==> src/rtl/pattern_scan_ctrl.sv <==
// Word-to-serial frame sequencer with a programmable PLEN-bit pattern matcher and a saturating hit counter.
// Define PSCAN_NONOVERLAP_EN for non-overlapping detection; by default matches may overlap.
module pattern_scan_ctrl #(
  parameter int              W       = 8,
  parameter int              PLEN    = 6,
  parameter int              CW      = 8,
  parameter logic [PLEN-1:0] DEF_PAT = 6'b101101
) (
  input  logic            clk,
  input  logic            rst,
  input  logic            cfg_we,
  input  logic [PLEN-1:0] cfg_pat,
  input  logic            start,
  input  logic            in_valid,
  input  logic [W-1:0]    in_data,
  input  logic            in_last,
  output logic            in_ready,
  output logic            bit_out,
  output logic            bit_valid,
  output logic            hit,
  output logic [CW-1:0]   hit_cnt,
  output logic            busy,
  output logic            done
);

  typedef enum logic [1:0] {IDLE, LOAD, SHIFT, DONE} state_t;

  localparam int              BW        = $clog2(W);
  localparam int              SW        = $clog2(PLEN);
  localparam logic [BW-1:0]   BIT_LAST  = BW'(W - 1);
  localparam logic [SW-1:0]   SEEN_FULL = SW'(PLEN - 1);

  state_t          state, state_nxt;
  logic [PLEN-1:0] pat;
  logic [W-1:0]    shift_q;
  logic            last_q;
  logic [BW-1:0]   bit_cnt;
  logic [PLEN-2:0] hist;
  logic [SW-1:0]   seen;
  logic [PLEN-1:0] window;
  logic            frame_clr;
  logic            word_ld;

  // NOTE: non-blocking assignments in clocked blocks so every register samples pre-edge values.
  always_ff @(posedge clk or negedge rst) begin
    if (!rst) state <= IDLE;
    else      state <= state_nxt;
  end

  // NOTE: every output of this block gets a default first, so no path can infer a latch.
  always_comb begin
    state_nxt = state;
    in_ready  = 1'b0;
    bit_valid = 1'b0;
    busy      = 1'b1;
    done      = 1'b0;
    frame_clr = 1'b0;
    word_ld   = 1'b0;
    case (state)
      IDLE: begin
        busy = 1'b0;
        if (start) begin
          frame_clr = 1'b1;
          state_nxt = LOAD;
        end
      end
      LOAD: begin
        in_ready = 1'b1;
        if (in_valid) begin
          word_ld   = 1'b1;
          state_nxt = SHIFT;
        end
      end
      SHIFT: begin
        bit_valid = 1'b1;
        if (bit_cnt == BIT_LAST) state_nxt = last_q ? DONE : LOAD;
      end
      DONE: begin
        done      = 1'b1;
        state_nxt = IDLE;
      end
      default: state_nxt = IDLE;
    endcase
  end

  // The window pairs the stored history with the bit on the wire, so hit lands on the completing bit.
  assign bit_out = bit_valid & shift_q[W-1];
  assign window  = {hist, bit_out};
  assign hit     = bit_valid && (seen == SEEN_FULL) && (window == pat);

  always_ff @(posedge clk or negedge rst) begin
    if (!rst) begin
      pat     <= DEF_PAT;
      shift_q <= '0;
      last_q  <= 1'b0;
      bit_cnt <= '0;
      hist    <= '0;
      seen    <= '0;
      hit_cnt <= '0;
    end else begin
      // cfg_we lands in the same edge as start, so the new pattern is live for the first bit.
      if (state == IDLE && cfg_we) pat <= cfg_pat;

      if (frame_clr) begin
        hist    <= '0;
        seen    <= '0;
        hit_cnt <= '0;
      end

      if (word_ld) begin
        shift_q <= in_data;
        last_q  <= in_last;
        bit_cnt <= '0;
      end

      if (bit_valid) begin
        shift_q <= {shift_q[W-2:0], 1'b0};
        bit_cnt <= (bit_cnt == BIT_LAST) ? '0 : bit_cnt + 1'b1;
        if (hit && hit_cnt != '1) hit_cnt <= hit_cnt + 1'b1;
`ifdef PSCAN_NONOVERLAP_EN
        if (hit) begin
          hist <= '0;
          seen <= '0;
        end else begin
          hist <= window[PLEN-2:0];
          if (seen != SEEN_FULL) seen <= seen + 1'b1;
        end
`else
        hist <= window[PLEN-2:0];
        if (seen != SEEN_FULL) seen <= seen + 1'b1;
`endif
      end
    end
  end

endmodule

==> config.mk <==
export PLATFORM = sky130hd
export DESIGN_NAME = pattern_scan_ctrl
export DESIGN_NICKNAME = d
export VERILOG_FILES = /design/src/rtl/pattern_scan_ctrl.sv
export SDC_FILE = /design/constraint.sdc
export NUM_CORES = 1
export LEC_CHECK = 0
export CAP_MARGIN = 20
export CORE_ASPECT_RATIO = 1.1
export CORE_MARGIN = 2
export CORE_UTILIZATION = 55
export CTS_CLUSTER_DIAMETER = 30
export DETAILED_ROUTE_END_ITERATION = 10
export GPL_TIMING_DRIVEN = 0
export PLACE_DENSITY = 0.85
export SYNTH_ARGS = -nofsm -noshare
export SYNTH_HDL_FRONTEND = slang
export SYNTH_SLANG_ARGS = --single-unit
==> constraint.sdc <==
create_clock -name clk -period 3 [get_ports clk]
set_input_delay 0.6 -clock clk [delete_from_list [all_inputs] [get_ports clk]]
set_output_delay 0.6 -clock clk [all_outputs]
set_load 0.02 [all_outputs]
* Word level (Yosys, flattened, before mapping)
Cells that the tools add are included.
W data, S select, Z words.
** Word-level totals
- Output and inout port bits :: 14
- Bits of input ports :: 20
- Register bits after elaboration :: 36
- Logic and storage cells :: 57
** Cells by class
- Mux-type cells :: 26
- Add/subtract/negate cells :: 3
- Equal/unequal tests :: 11
- Reduce and logical (&&, ||, !) cells :: 8
- Bitwise operators :: 1
** Operators by type and width (count)
- $mux W8 :: 5
- $mux W3 :: 6
- $mux W5 :: 2
- $add A8 B1 Y8 const B :: 1
- $mux W1 :: 8
- $mux W2 :: 4
- $ne A8 B8 Y1 const B :: 1
- $pmux W2 S4 :: 1
- $add A3 B1 Y3 const B :: 2
- $eq A3 B3 Y1 const B :: 2
- $eq A6 B6 Y1 :: 1
- $ne A2 B2 Y1 const B :: 3
- $eq A2 B2 Y1 const B :: 2
- $logic_and A1 B1 Y1 :: 4
- $reduce_bool A2 Y1 :: 2
- $ne A3 B3 Y1 const B :: 1
- $reduce_and A3 Y1 :: 1
- $eq A2 B1 Y1 const B :: 1
- $logic_not A2 Y1 :: 1
- $and A1 B1 Y1 :: 1

* Depth between registers and ports, before layout
Gate-level depths: netlist (run 1).
- Word-level depth :: 8
- Mapped depth :: 7
- Depth with buffers taken out :: 7

* Worst setup path after synthesis (run 1)
Ideal clock, no wire load.
- Kind :: register -> output
- Start point :: reg seen[1]
- End point :: out hit
- Path slack :: 752 ps
- Cell stages (with the launch flop) :: 6
- Arrival :: 1648 ps
- Path buffers :: 0
- Data required time :: 2400 ps
- Cell sequence :: dfrtp_1 inv_1 ha_1 nand2_1 or4_4 nor3_1
** On the way
- Word-level cells in the longest chain between the ends :: 3
** Ends and longest elaborated chain
- start, declared :: line 39 : logic [SW-1:0] seen;
- start signal, assigned :: line 130 : if (seen != SEEN_FULL) seen <= seen + 1'b1;
- $eq A3 B3 Y1 :: line 89 : assign hit = bit_valid && (seen == SEEN_FULL) && (window == pat);
- $logic_and A1 B1 Y1 (2 in series) :: line 89
- end, declared :: line 20 : output logic hit,
Every way passes these cells.

* Worst setup path after layout (run 1)
- Start point :: reg state[0]
- End point :: out bit_out
** On the way
- Word-level cells in the longest chain between the ends :: 3
** Ends and longest elaborated chain
- start, declared :: line 33 : state_t state, state_nxt;
- start signal, assigned :: line 47 : else state <= state_nxt;
- $eq A2 B2 Y1 :: line 59 : case (state)
- $mux W1 :: line 59
- $and A1 B1 Y1 :: line 87 : assign bit_out = bit_valid & shift_q[W-1];
- end, declared :: line 18 : output logic bit_out,
Every way passes these cells.

==> impl_metrics.json, run 1 <==
{
  "status": "complete, no violations",
  "drc": 0,
  "clock.fmax_mhz": 355,
  "final_common_cell": "nand2_1",
  "maxSlewViolCount": 0,
  "finalInstanceArea_um2": 2340,
  "setup_viol_count_final": 0,
  "routed_wl_um": 3920,
  "port_buffers": 33,
  "grt_usage": 0.232,
  "async_flop_share": 1.00,
  "worstPathRequired_ns": 2.40,
  "power_density_nw_per_um2": 840,
  "cts_root_buf": "clkbuf_4",
  "crit_arrival_ns": 2.22,
  "p_switching_w": 0.000773,
  "chipHeight_um": 65.7,
  "timing.slew.headroom": 0.465,
  "syn_area_um2": 1900,
  "placed_cells": 278,
  "internal_power_w": 0.00120,
  "nets": 261,
  "cp-startpoint": "state[0]$_DFFE_PN0P_",
  "htreeDepth": 2,
  "layout.cells.most_common_list": "nand2_1 (37), dfrtp_1 (32), clkdlybuf4s50_1 (31), nand3_1 (11), nor2b_1 (11)",
  "seq_area_um2": 906,
  "vias": 1561,
  "initial_core_util": 0.571,
  "syn_inst": 197,
  "vias_per_cell": 5.48,
  "chipWidth_um": 60.1,
  "syn_nets": 222,
  "pwr-share-seq": 0.424,
  "drt.antenna.violating_nets": 0,
  "final_cells": 285,
  "min_path_type": "in -> async",
  "rsz0062_at_grt": "false",
  "holdBufCountCts": 0,
  "leakagePower_nw": 0.999,
  "dpl-instance-area_um2": 2290,
  "swShare": 0.392,
  "path_max_fanout": 10,
  "die_area_um2": 3950,
  "synth_area_per_cell_um2": 9.66,
  "antenna_found_initial": 0,
  "cts_made_buffers": 5,
  "start_kind": "flop",
  "cts_sinks": 36,
  "fin_crit_sh": 0.939,
  "finalHoldViolCount": 0,
  "drt-pass1-iter-count": 4,
  "endpoint_kind": "output port",
  "ctsLongestPathBuffers": 2,
  "dr.first_iter.drc_count": 54,
  "grt-ovfl-total": 0,
  "worst_pin_slew_ns": 0.802,
  "ys_seq_area_frac": 0.476,
  "path_clk_slew_ns": 0.10,
  "irDropWorstVdd_mv": 0.472,
  "r2r_start": "seen[1]$_DFF_PN0_",
  "p_clk_frac": 0.137,
  "comb_power_share": 0.440,
  "ys_types": 37,
  "ys_ff_latch": 36,
  "area_growth_pct": 23.2,
  "grt_pass1_vias": 1521,
  "worstSkewPairLatency_ns": 0.34,
  "total_power_w": 0.00197,
  "nFillCells": 257,
  "multi_input_area_um2": 945,
  "row_count": 22,
  "drive_above_1_share": 0.131,
  "synth-warning-count": 0,
  "tns_ns": 0,
  "finalCriticalPeriod_ns": 2.82,
  "pin_count": 34,
  "drv_cap": 0,
  "cts_tree": "built",
  "fin_skew_ns": 0.00676,
  "critPathKind": "reg -> out",
  "grt_pass1_wl_um": 6800,
  "n_antenna_cell": 0,
  "synth_flop_cell": "dfrtp_1",
  "post_cts_buffers": 0,
  "dpl.hpwl_um": 2880,
  "synth_edf_count": 0,
  "post_drt_wl_per_cell_um": 13.8,
  "core_area_um2": 3330,
  "gp_congestion": 0.839,
  "grt_max_degree": 37
}
==> path summary, 6_finish.rpt <==
check	end	slack, ns	cells after the start
max reg2reg	hit_cnt[0]$_DFF_PN0_	0.93	7
max	bit_out	0.18	6
min reg2reg	seen[2]$_DFF_PN0_	0.50	1
max in group asynchronous	last_q$_DFFE_PN0P_	2.15	1
min	hit_cnt[3]$_DFF_PN0_	0.33	1
min in group clk	seen[2]$_DFF_PN0_	0.50	1
==> worst max-delay path, stage by stage, from the launching register on <==
cell and delay [ns]:
dfrtp_1 0.36, buf_6 0.12, nand2b_4 0.13, clkbuf_2 0.23
clkinv_1 0.25, and2_1 0.25, clkdlybuf4s50_1 0.54
==> metal layers <==
layer | share of wire | vias to the layer above | wire [µm] | GRT usage
met1 | 0.46 | 754 | 1810 | 0.296
met5 | 0 | - | 0 | 0
li1 | - | 773 | - | -
met4 | 0.015 | 0 | 59 | 0.108
met3 | 0.030 | 8 | 118 | 0.0492
met2 | 0.49 | 26 | 1940 | 0.372
==> metrics by stage <==
| step | setup slack [ns] | hold WS (ns) | util |
|---|---|---|---|
| 3_3_place_gp | 0.337 | 0.468 | 0.689 |
| 4_1_cts | 0.120 | 0.356 | 0.705 |
| 2_1_floorplan | 0.752 | 0.304 | - |
| 5_1_grt | 0.0673 | 0.396 | 0.704 |
| 3_5_place_dp | 0.327 | 0.483 | 0.687 |
| 6_report | 0.183 | 0.335 | 0.704 |
==> final cells by class <==
| type | instances | area share |
|---|---|---|
| Multi-Input combinational cell | 149 | 0.403 |
| Sequential cell | 36 | 0.386 |
| Timing Repair Buffer | 33 | 0.138 |
| Tap cell | 48 | 0.0256 |
| Clock buffer | 8 | 0.0251 |
| Buffer | 7 | 0.0155 |
| Inverter | 4 | 0.00640 |
==> cell families (layout without fill, tap and decap cells) <==
group	Yosys count	in the layout	share of synthesized area
compound gates	43	43	0.147
xor+xnor	7	7	0.0322
fa+ha+maj	5	5	0.0329
buf+inv	12	52	0.0276
flops	36	36	0.476
mux	9	9	0.0526
simple gates	85	85	0.231
==> flip-flops by register name, summed over array words and instances (netlist names) <==
register and cells:
shift_q 8, bit_cnt 3, seen 3, last_q 1
hit_cnt 8, state 2, hist 5, pat 6
==> cells in the mapped netlist, types with 2 or more instances <==
master    count  area share
inv_1         3      0.0059
nor2_1        6       0.012
nand3_1      11       0.029
mux2_2        8       0.047
nand2b_1      3      0.0099
o21ai_0       6       0.016
nand2_1      37       0.073
nor3_1        2      0.0053
xnor2_1       5       0.023
clkbuf_1      7       0.014
a211oi_1      7       0.028
or3_1         2      0.0066
a21o_1        4       0.016
xor2_1        2      0.0092
a21oi_1       8       0.021
a31oi_1       8       0.026
nor2b_1      11       0.036
dfstp_2       4       0.055
o22ai_1       2      0.0066
dfrtp_1      32        0.42
o211ai_1      4       0.016
or2_2         4       0.013
ha_1          5       0.033
and2_1        3      0.0099
==> power groups by stage <==
stage | Clock (W) | Sequential, W | Combinational (W)
floorplan | 0 | 0.000798 | 0.000646
global placement | 0 | 0.000830 | 0.000837
detailed placement | 0 | 0.000840 | 0.000868
CTS | 0.000275 | 0.000834 | 0.000877
global route | 0.000298 | 0.000861 | 0.000977
finish | 0.000269 | 0.000835 | 0.000866
==> what timing repair did <==
action | 4_1_cts | 5_1_grt
cloned | 0 | 0
gates resized for setup | 3 | 0
setup endpoints to repair | 3 | 1
No activity file was read; power rests on OpenSTA's default activity.
==> run 2, diff against run 1 <==
- PLACE_DENSITY: 0.85 -> 0.87
==> impl_metrics.json, run 2 (synthesis gave the netlist of run 1 again) <==
{
  "grt-ovfl-total": 0,
  "setup_viol_count_final": 0,
  "drt-pass1-iter-count": 4,
  "core_area_um2": 3330,
  "internal_power_w": 0.00125,
  "cts_tree": "built",
  "row_count": 22,
  "path_clk_slew_ns": 0.12,
  "crit_arrival_ns": 2.27,
  "nFillCells": 257,
  "drive_above_1_share": 0.139,
  "area_growth_pct": 24.3,
  "pin_count": 34,
  "final_cells": 285,
  "layout.cells.most_common_list": "nand2_1 (37), dfrtp_1 (32), clkdlybuf4s50_1 (31), nand3_1 (11), nor2b_1 (11)",
  "drt.antenna.violating_nets": 0,
  "clock.fmax_mhz": 348,
  "drc": 0,
  "n_antenna_cell": 0,
  "swShare": 0.381,
  "min_path_type": "in -> async",
  "vias_per_cell": 5.33,
  "critPathKind": "reg -> out",
  "seq_area_um2": 906,
  "initial_core_util": 0.571,
  "grt_usage": 0.228,
  "gp_congestion": 0.825,
  "final_common_cell": "nand2_1",
  "finalCriticalPeriod_ns": 2.87,
  "finalHoldViolCount": 0,
  "grt_pass1_wl_um": 6720,
  "irDropWorstVdd_mv": 0.518,
  "p_switching_w": 0.000770,
  "setup_ws_ns": 0.129,
  "path_max_fanout": 10,
  "grt_max_degree": 37,
  "holdBufCountCts": 0,
  "final_util": 0.710,
  "drv_cap": 0,
  "dpl.hpwl_um": 2790,
  "start_kind": "flop",
  "die_area_um2": 3950,
  "worst_pin_slew_ns": 0.773,
  "routed_wl_um": 3750,
  "endpoint_kind": "output port",
  "post_cts_buffers": 0,
  "htreeDepth": 2,
  "grt_pass1_vias": 1513,
  "cts_made_buffers": 5,
  "p_clk_frac": 0.168,
  "comb_power_share": 0.425,
  "nets": 261,
  "dr.first_iter.drc_count": 134,
  "vias": 1518,
  "cts_sinks": 36,
  "dpl-instance-area_um2": 2290,
  "power_density_nw_per_um2": 855,
  "placed_cells": 278,
  "post_drt_wl_per_cell_um": 13.1,
  "finalInstanceArea_um2": 2370,
  "pwr-share-seq": 0.408,
  "fin_crit_sh": 0.957,
  "chipWidth_um": 60.1,
  "top_regs": "hit_cnt (8), shift_q (8), pat (6)",
  "chipHeight_um": 65.7,
  "maxSlewViolCount": 0,
  "multi_input_area_um2": 945,
  "worstPathRequired_ns": 2.40,
  "leakagePower_nw": 1.01,
  "fin_skew_ns": 0.0167,
  "port_buffers": 33,
  "dpl_worst_slack_ns": 0.318,
  "timing.slew.headroom": 0.485,
  "worstSkewPairLatency_ns": 0.35,
  "tns_ns": 0,
  "status": "complete, no violations",
  "antenna_found_initial": 0,
  "ctsLongestPathBuffers": 2,
  "cts_root_buf": "clkbuf_4",
  "rsz0062_at_grt": "false"
}
## run 2: path summary, 6_finish.rpt
kind	startpoint	end	slack, ns	cells after the start
worst min-delay path	rst	state[0]$_DFFE_PN0P_	0.31	1
worst max register to register	state[0]$_DFFE_PN0P_	hit_cnt[0]$_DFF_PN0_	0.85	6
max in group asynchronous	rst	shift_q[7]$_DFFE_PN0P_	2.19	1
min in group clk	bit_cnt[0]$_DFFE_PN0P_	bit_cnt[0]$_DFFE_PN0P_	0.49	1
worst max-delay path	state[1]$_DFFE_PN0P_	done	0.13	4
worst min register to register	bit_cnt[0]$_DFFE_PN0P_	bit_cnt[0]$_DFFE_PN0P_	0.49	1
## run 2: per-stage QoR
step | hold slack [ns] | power, W
floorplan | 0.304 | 0.00144
global placement | 0.469 | 0.00166
detailed placement | 0.466 | 0.00169
CTS | 0.343 | 0.00203
global route | 0.384 | 0.00219
finish | 0.312 | 0.00202
## run 2: what timing repair did
| action | 4_1_cts | 5_1_grt |
|---|---|---|
| cloned | 0 | 0 |
| gates resized for setup | 2 | 2 |
| endpoints found under the setup margin | 2 | 2 |
| hold endpoints to repair | 0 | 0 |
## run 2: layer usage
layer | routed length, µm | vias up | share of wire | GRT usage
li1 | - | 771 | - | -
met4 | 93 | 0 | 0.025 | 0.103
met2 | 1850 | 31 | 0.49 | 0.363
met1 | 1670 | 708 | 0.45 | 0.300
met3 | 127 | 8 | 0.034 | 0.0374
met5 | 0 | - | 0 | 0
## run 2: critical path, cell delays in order (launching register included)
cell and delay, ns:
dfrtp_1 0.49, clkbuf_2 0.28, clkbuf_1 0.37, and2_1 0.19
clkdlybuf4s50_1 0.60
## run 2: power by group through the flow
stage | Clock, W | Combinational (W) | Sequential (W)
3_5_place_dp | 0 | 0.000857 | 0.000832
4_1_cts | 0.000346 | 0.000863 | 0.000823
3_3_place_gp | 0 | 0.000836 | 0.000828
5_1_grt | 0.000368 | 0.000966 | 0.000852
2_1_floorplan | 0 | 0.000646 | 0.000798
6_report | 0.000339 | 0.000859 | 0.000825
## run 2: layout make-up
cell class                      instances  area share
Buffer                                  7      0.0148
Clock buffer                            5      0.0159
Clock inverter                          3      0.0180
Inverter                                4     0.00687
Multi-Input combinational cell        149       0.399
Sequential cell                        36       0.383
Tap cell                               48      0.0254
Timing Repair Buffer                   33       0.137
==> run 3, diff against run 2 <==
- CORE_UTILIZATION: 55 -> 52
- PLACE_DENSITY: 0.87 -> 0.83
- clock period: 3 -> 2.89 ns (I/O delays scaled with it)
==> impl_metrics.json, run 3 (synthesis gave the netlist of run 1 again) <==
{
  "dpl.hpwl_um": 2700,
  "clock.fmax_mhz": 364,
  "nFillCells": 312,
  "hold_slack_ns": 0.366,
  "power_density_nw_per_um2": 883,
  "final_cells": 288,
  "leakagePower_nw": 1.02,
  "post_drt_wl_per_cell_um": 12.8,
  "rsz0062_at_grt": "false",
  "post_cts_buffers": 0,
  "die_area_um2": 4160,
  "initial_core_util": 0.533,
  "cts_tree": "built",
  "vias": 1565,
  "ctsLongestPathBuffers": 2,
  "layout.cells.most_common_list": "nand2_1 (37), dfrtp_1 (32), clkdlybuf4s50_1 (31), nand3_1 (11), nor2b_1 (11)",
  "grt_pass1_wl_um": 6230,
  "row_count": 23,
  "cts_sinks": 36,
  "setup_ws_ns": 0.142,
  "antenna_found_initial": 0,
  "drc": 0,
  "multi_input_area_um2": 945,
  "drt.antenna.violating_nets": 0,
  "irDropWorstVdd_mv": 0.621,
  "tns_ns": 0,
  "pin_count": 34,
  "crit_arrival_ns": 2.17,
  "dpl_worst_slack_ns": 0.233,
  "chipHeight_um": 67.5,
  "cts_root_buf": "clkbuf_8",
  "core_area_um2": 3570,
  "worstSkewPairLatency_ns": 0.28,
  "path_clk_slew_ns": 0.07,
  "grt_max_degree": 37,
  "fin_skew_ns": 0.00689,
  "timing.slew.headroom": 0.478,
  "finalHoldViolCount": 0,
  "endpoint_kind": "output port",
  "seq_area_um2": 906,
  "drive_above_1_share": 0.134,
  "worst_pin_slew_ns": 0.783,
  "n_antenna_cell": 0,
  "vias_per_cell": 5.43,
  "dr.first_iter.drc_count": 95,
  "critPathKind": "reg -> out",
  "grt-ovfl-total": 0,
  "area_growth_pct": 25.2,
  "grt_pass1_vias": 1464,
  "min_path_type": "in -> async",
  "drv_cap": 0,
  "finalCriticalPeriod_ns": 2.75,
  "placed_cells": 280,
  "drt-pass1-iter-count": 4,
  "fin_crit_sh": 0.951,
  "chipWidth_um": 61.7,
  "nets": 262,
  "holdBufCountCts": 0,
  "status": "complete, no violations",
  "htreeDepth": 2,
  "setup_viol_count_final": 0,
  "final_util": 0.668,
  "path_max_fanout": 10,
  "final_common_cell": "nand2_1",
  "start_kind": "flop",
  "routed_wl_um": 3680,
  "port_buffers": 33,
  "maxSlewViolCount": 0,
  "top_regs": "hit_cnt (8), shift_q (8), pat (6)",
  "worstPathRequired_ns": 2.31,
  "grt_usage": 0.203,
  "gp_congestion": 0.770,
  "cts_made_buffers": 5
}
run 3: power by group:
part | switching [W] | internal (W)
sequential | 0.000144 | 0.000713
clock | 0.000166 | 0.000194
combinational | 0.000475 | 0.000413
run 3: final timing paths:
kind | startpoint | to | slack, ns | cells after the start
worst min-delay path | rst | shift_q[2]$_DFFE_PN0P_ | 0.37 | 1
worst max-delay path | state[1]$_DFFE_PN0P_ | done | 0.14 | 4
worst min register to register | bit_cnt[0]$_DFFE_PN0P_ | bit_cnt[0]$_DFFE_PN0P_ | 0.48 | 1
min in group clk | bit_cnt[0]$_DFFE_PN0P_ | bit_cnt[0]$_DFFE_PN0P_ | 0.48 | 1
worst max register to register | seen[1]$_DFF_PN0_ | hit_cnt[0]$_DFF_PN0_ | 0.79 | 7
max in group asynchronous | rst | hist[1]$_DFFE_PN0P_ | 2.02 | 1
run 3: cell type report:
cell class | count | share of cell area
clock buffers | 8 | 0.0378
well taps | 50 | 0.0262
repair buffers | 33 | 0.136
multi-input cells | 149 | 0.396
plain buffers | 8 | 0.0168
flip-flops and latches | 36 | 0.380
inverters | 4 | 0.00682
run 3: timing repair:
item | CTS | global route
endpoints found under the setup margin | 2 | 2
pin swaps | 0 | 0
gates resized for setup | 2 | 4
run 3: critical path: stages, from the launching register on:
cell             delay, ns
dfrtp_1               0.45
clkbuf_2              0.28
clkbuf_1              0.37
and2_1                0.19
clkdlybuf4s50_1       0.59
run 3: per-layer routing:
metal	vias up	global-route usage	part of all wire
met5	-	0	0
met4	0	0.0479	0.011
met3	5	0.0709	0.053
met2	46	0.338	0.47
met1	742	0.249	0.46
li1	772	-	-
run 3: through the flow:
stage                     area [µm²]  power [W]
after floorplan                 1900    0.00150
after global placement          2300    0.00172
after detailed placement        2290    0.00175
after CTS                       2380    0.00212
after global routing            2380    0.00228
final                           2380    0.00210
